### src/rtl/sat_add_arbiter.sv
// Round-robin arbiter sharing one saturating signed adder across NUM_REQ requesters.
// Optional saturation-event counter enabled by defining SAT_ADD_ARB_STATS_EN.
module sat_add_arbiter #(
  parameter int WIDTH = 8,
  parameter int NUM_REQ = 4,
  localparam int ID_W = $clog2(NUM_REQ)
) (
  input  logic                     clk,
  input  logic                     rst,
  input  logic [NUM_REQ-1:0]       req_valid,
  output logic [NUM_REQ-1:0]       req_ready,
  input  logic [NUM_REQ*WIDTH-1:0] req_a,
  input  logic [NUM_REQ*WIDTH-1:0] req_b,
  output logic                     res_valid,
  input  logic                     res_ready,
  output logic [WIDTH-1:0]         res_data,
  output logic [ID_W-1:0]          res_id,
  output logic                     res_sat
`ifdef SAT_ADD_ARB_STATS_EN
  ,
  output logic [15:0]              sat_count
`endif
);

  typedef enum logic {EMPTY, FULL} state_t;

  state_t          state;
  logic [ID_W-1:0] ptr;
  logic [ID_W-1:0] grant_id;
  logic [ID_W-1:0] idx;
  logic [ID_W:0]   idx_wide;
  logic [NUM_REQ-1:0] grant;
  logic            found;
  logic            can_accept;
  logic            transfer;
  logic [WIDTH-1:0] a_sel;
  logic [WIDTH-1:0] b_sel;
  logic [WIDTH:0]   sum;
  logic [WIDTH-1:0] data_c;
  logic             sat_c;

  localparam logic [WIDTH-1:0] MAX_VAL = {1'b0, {(WIDTH-1){1'b1}}};
  localparam logic [WIDTH-1:0] MIN_VAL = {1'b1, {(WIDTH-1){1'b0}}};

  // Search from ptr upward with wrap; the first valid requester wins.
  always_comb begin
    grant    = '0;
    grant_id = '0;
    found    = 1'b0;
    idx_wide = '0;
    idx      = '0;
    for (int k = 0; k < NUM_REQ; k++) begin
      idx_wide = {1'b0, ptr} + (ID_W+1)'(k);
      if (idx_wide >= (ID_W+1)'(NUM_REQ))
        idx_wide = idx_wide - (ID_W+1)'(NUM_REQ);
      idx = idx_wide[ID_W-1:0];
      if (!found && req_valid[idx]) begin
        found       = 1'b1;
        grant[idx]  = 1'b1;
        grant_id    = idx;
      end
    end
  end

  assign res_valid  = (state == FULL);
  assign can_accept = (state == EMPTY) || res_ready;
  assign req_ready  = (can_accept && !rst) ? grant : '0;
  assign transfer   = |(req_valid & req_ready);

  assign a_sel = req_a[int'(grant_id)*WIDTH +: WIDTH];
  assign b_sel = req_b[int'(grant_id)*WIDTH +: WIDTH];
  assign sum   = {a_sel[WIDTH-1], a_sel} + {b_sel[WIDTH-1], b_sel};

  // Overflow shows as disagreement between the extra sign bit and the result sign.
  always_comb begin
    sat_c  = sum[WIDTH] ^ sum[WIDTH-1];
    data_c = sum[WIDTH-1:0];
    if (sat_c)
      data_c = sum[WIDTH] ? MIN_VAL : MAX_VAL;
  end

  always_ff @(posedge clk) begin
    if (rst) begin
      state    <= EMPTY;
      ptr      <= '0;
      res_data <= '0;
      res_id   <= '0;
      res_sat  <= 1'b0;
    end else if (transfer) begin
      state    <= FULL;
      res_data <= data_c;
      res_id   <= grant_id;
      res_sat  <= sat_c;
      ptr      <= (grant_id == ID_W'(NUM_REQ-1)) ? '0 : grant_id + 1'b1;
    end else if (res_ready) begin
      state <= EMPTY;
    end
  end

`ifdef SAT_ADD_ARB_STATS_EN
  always_ff @(posedge clk) begin
    if (rst)
      sat_count <= '0;
    else if (transfer && sat_c && sat_count != 16'hFFFF)
      sat_count <= sat_count + 16'd1;
  end
`endif

endmodule

### config.mk
export PLATFORM = sky130hd
export DESIGN_NAME = sat_add_arbiter
export DESIGN_NICKNAME = d
export VERILOG_FILES = /design/src/rtl/sat_add_arbiter.sv
export SDC_FILE = /design/constraint.sdc
export NUM_CORES = 1
export LEC_CHECK = 0
export ABC_AREA = 1
export CORE_ASPECT_RATIO = 0.75
export CORE_MARGIN = 2
export CORE_UTILIZATION = 30
export DETAILED_ROUTE_END_ITERATION = 10
export PLACE_DENSITY = 0.63
export REMOVE_ABC_BUFFERS = 1
export SLEW_MARGIN = 15
export SYNTH_ARGS = -nofsm -noshare
export SYNTH_HDL_FRONTEND = slang
export SYNTH_SLANG_ARGS = --single-unit
export TNS_END_PERCENT = 10
### constraint.sdc
create_clock -name clk -period 4.7 [get_ports clk]
set_input_delay 0.94 -clock clk [delete_from_list [all_inputs] [get_ports clk]]
set_output_delay 0.94 -clock clk [all_outputs]
set_load 0.05 [all_outputs]
After elaboration in Yosys (flattened, before gate mapping). Index checks and enable logic that the tools add are counted.

Bits in registers: 14. Input bits: 71. Output and inout port bits: 16. Word-level logic and storage cells: 87.

Add/subtract/negate cells: 9. Order comparisons: 12. Eq/ne operators: 1. Shifts and indexed selects: 2. Multiplexer cells: 37. Bitwise logic cells: 6. Reductions and logical operators: 15.

Operators with widths (count): indexed part select 32 x 6 -> 8 bit (2); 2-to-1 mux 4 bit (5); 2-to-1 mux 2 bit (9); 2-to-1 mux 8 bit (2); 2-to-1 mux 1 bit (13); less-than comparator 2 x 3 -> 1 bit, second input constant (4); bitwise OR 4 bit (3); adder 8 x 8 -> 9 bit (1); greater-or-equal comparator 3 bit, second input constant (3); binary-select mux 1 bit (select 2 bit) (4); demux 1 bit (select 2 bit) (4); greater-or-equal comparator 2 x 1 -> 1 bit, second input constant (4); logical AND 1 bit (8); subtractor 2 x 1 -> 2 bit, second input constant (4); adder 2 x 2 -> 3 bit, second input constant (2); bitwise AND 4 bit (1); logical NOT 1 bit (4); OR reduction 4 bit (1); adder 2 x 1 -> 3 bit, second input constant (1); greater-or-equal comparator 2 x 3 -> 1 bit, second input constant (1); adder 2 x 1 -> 2 bit, second input constant (1); equality test 2 bit, second input constant (1); nonzero test 2 bit (1); logical OR 1 bit (1); other kinds (2) (2).

Depth between registers and ports, before layout.
Depth after elaboration: 18. Gate-level depth with buffers: 29. Depth with buffers taken out: 27.

Worst setup path after synthesis. Ideal clock, no wire load.

Path kind: input port to flip-flop. Start point: input port req_valid[3]. End point: register res_data[2]. Library setup time: 112 ps. Arrival: 3751 ps. Required time: 4588 ps. Path slack: 837 ps. Stages on the path: 25. Path buffers: 1. Path through: inv_1 -> nand2_1 -> nand3_4 -> nand2_8 -> nor2_8 -> nand3_2 -> nand3_1 -> nand2_2 -> inv_2 -> buf_4 -> nand2_1 -> o21ai_1 -> inv_1 -> ha_1 -> fa_1 -> nand3_1 -> nand2_1 -> nand4_1 -> nand3_1 -> xor2_1 -> nand3_1 -> inv_1 -> o21ai_0 -> nor2_1 -> nor2_1.

Longest elaborated chain between the ends: 16. Elaborated cells on any way between the ends: 37. Classes of those cells: add/sub (1); shift (2); mux (22); bitwise (5); reduce/logical (7).

Ends and longest elaborated chain: start, declared (RTL line 10) `input logic [NUM_REQ-1:0] req_valid,`; binary-select mux 1 bit (select 2 bit) (RTL line 57) `if (!found && req_valid[idx]) begin`; 2-to-1 mux 1 bit (implied by the code) (RTL line 57); 2-to-1 mux 1 bit (RTL line 57); logical NOT 1 bit (RTL line 57); logical AND 1 bit (RTL line 57); 2-to-1 mux 1 bit (RTL line 57); logical NOT 1 bit (RTL line 57); logical AND 1 bit (RTL line 57); 2-to-1 mux 1 bit (RTL line 57); logical NOT 1 bit (RTL line 57); logical AND 1 bit (RTL line 57); 2-to-1 mux 2 bit (RTL line 57); indexed part select 32 x 6 -> 8 bit (on tied branches) (RTL line 70, 71); adder 8 x 8 -> 9 bit (RTL line 72) `assign sum = {a_sel[WIDTH-1], a_sel} + {b_sel[WIDTH-1], b_sel};`; 2-to-1 mux 8 bit / XOR 1 bit (equally long branches) (RTL line 79, 76); 2-to-1 mux 8 bit (RTL line 78) `if (sat_c)`; end signal, assigned (RTL line 91) `res_data <= data_c;`; end, declared (RTL line 16) `output logic [WIDTH-1:0] res_data,`.

Several ways; a longest one is shown, not always the timed one. The select of a mux whose other input is x is not followed. A chain may end at the register's enable or synchronous reset.

Final worst setup path.
Start point: input port req_valid[1]. End point: register res_data[3].

The elaborated chain is that of the path after synthesis.

==> summary.md <==
| Metric | Value |
|---|---|
| Final hold vios | 0 |
| Ant diodes | 0 |
| CTS tree | built |
| Largest net degree at the start of global routing | 31 |
| Port-buffer cells | 86 |
| Total number of vias | 2575 |
| Endpoints failing setup | 0 |
| Synth top area cells | nand2_1, dfxtp_1, inv_1, ha_1, nand3_1 |
| Slowest-stage cell, CP | clkdlybuf4s50_1 |
| Vias per cell | 4.541 |
| Slew Limit Headroom | 65.44% |
| Placer's final routability congestion estimate | 0.9437 |
| Io pins | 87 |
| Reg2Reg Setup Slack | 790 ps |
| Post-synth EDFFs | 0 |
| Synth top cells by count | nand2_1, inv_1, nand3_1, nor2_1, o21ai_1 |
| # DRC | 0 |
| H-tree levels | 1 |
| Pre-Repair DR Iteration Count | 4 |
| DP Area | 3117 um^2 |
| Reg2Reg Launch Point | ptr[0] |
| Initial antenna violation count | 0 |
| Post_cts resized | 0 |
| Clock Latency Late Sink | 240 ps |
| CP arrival | 4540 ps |
| Fraction of registers with async set/reset | 0% |
| Initial DRC Count | 75 |
| Bufs on Longest Clock Path | 2 |
| Die Span Y | 77.78 um |
| CP Max Fanout | 9 |
| Final nets | 557 |
| Num CTS Buffers | 3 |
| Post-synth top area share | 22.07% |
| DRT Wirelength | 6136 um |
| Detailed-route wire length per cell | 10.82 um |
| Cell taking the most area after synthesis | nand2_1 |
| Worst EP required | 4890 ps |
| Maxcap violations | 0 |
| Core Region | 6929 um^2 |
| Clock sink count | 14 |
| Crit start category | primary input |
| Sequential area share after synthesis | 12.87% |
| Tcrit/Tclk final | 92.59% |
| Post-layout min period | 4352 ps |
| Vias in the first global route | 2475 |
| Routed wl met2 | 2944 um |
| Worst R2R Path Depth | 26 |
| First-pass GRT wire length | 10580 um |
| Synthesized area | 2177 um^2 |
| Layout area overhead | 46.49% |
| Synth Instances | 384 |
| Post-CTS Setup Bufs | 0 |
| Reg clk slew, reported paths | 60 ps |
| Max Used Layer | met4 |
| Gr usage total | 15.71% |
| Largest stage delay, worst path | 510 ps |
| F_max | 0.2298 GHz |
| Die Width | 102.4 um |
| Most common cell in the synthesized netlist | nand2_1 |
| Met3 Wirelength | 374 um |
| Initial Utilization | 31.42% |
| Slew @ Worst Pin | 516.7 ps |
| Hold depth | 2 |
| Hold Path End | res_valid |
| Status | completed |
| Hold Crit Class | flip-flop to flip-flop |
| CP Capture Type | flip-flop |
| Fin util | 46.03% |
| Global route total overflow | 0 |
| Hpwl dp | 5164 um |
| Worst Skew | 0.6942 ps |
| CP dominant cell by count | nand2_1 |
| Post-Route M1 WL | 2753 um |
| Flop and latch count out of synthesis | 14 |
| Die area | 7961 um^2 |
| Post-CTS Hold Buffers | 0 |
| Fin Hold WS | 484.9 ps |
| Worst flop-to-flop path endpoint | res_data[3] |
| Dominant synthesized flop cell | dfxtp_1 |
| # rows | 26 |
| Syn. warnings | 0 |
| Syn_area_per_cell | 5.670 um^2 |
| Unique cell type count in the Yosys netlist | 32 |
| Share of cells above drive strength 1 | 8.102% |
| Setup TNS | 0 ps |
| Root Buffer | clkbuf_8 |
| Final instance area | 3189 um^2 |
| Slew Limit Fails | 0 |
| Kind of critical path | primary input to flip-flop |
| HP Start | res_valid |
| Post-DRT Antenna Nets | 0 |
## worst max-delay path by stage
| stage | cells past startpoint | from | end |
|---|---|---|---|
| 6_report | 26 | req_valid[1] | res_data[3] |
| 3_5_place_dp | 26 | req_valid[1] | res_data[3] |
| 4_1_cts | 26 | req_valid[1] | res_data[3] |
| 3_3_place_gp | 26 | req_valid[1] | res_data[3] |
| 5_1_grt | 26 | req_valid[1] | res_data[3] |
| 2_1_floorplan | 25 | req_valid[3] | res_data[2] |
## critical path, delay by kind of cell
family          cells  cell delay [ps]
fa+ha+maj           1              330
buf+inv             7             1020
compound gates      4              610
simple gates       14             1620
## through the flow
| stage | std cells | setup WS [ps] |
|---|---|---|
| 6_report | 567 | 348.3 |
| 5_1_grt | 567 | -20.61 |
| 4_1_cts | 567 | 270.0 |
| 3_5_place_dp | 563 | 20.25 |
| 3_3_place_gp | 563 | 93.74 |
| 2_1_floorplan | 372 | 689.4 |
## layout by cell type (no fill, tap or decap), drive strengths merged
master         count
a21boi             5
a21o               1
a21oi             15
buf                7
clkbuf             4
clkdlybuf4s50     86
dfxtp             14
fa                 1
ha                15
inv               65
nand2            137
nand3             38
nand4              5
nor2              38
nor3               4
o21ai             26
or2                1
xnor2              4
xor2               3
## state kept, by name (all words and copies together) (netlist names)
signal     cells
res_data       8
ptr            2
res_id         2
res_sat        1
res_valid      1
## cells by family after synthesis
group	count (synthesis)	share of synthesized area, %
simple gates	223	46.49
xor+xnor	7	2.816
compound gates	47	11.84
fa+ha+maj	16	9.540
flops	14	12.87
buf+inv	77	16.44
## metal layers
metal / GRT usage [%] / up-vias
met5: 0 / -
met4: 1.600 / 0
met3: 3.063 / 12
met2: 28.55 / 91
met1: 19.69 / 1116
li1: - / 1356
## cell type report
class                           count  area (um^2)
Fill cell                         740         3740
Multi-Input combinational cell    293         1554
Timing Repair Buffer               93        925.9
Sequential cell                    14        280.3
Inverter                           65        251.5
Tap cell                           98        122.6
Clock buffer                        4        55.05
Power is left out: the tool's default activity adds up to more than one toggle a clock period on the data nets, which glitch-free logic cannot reach.
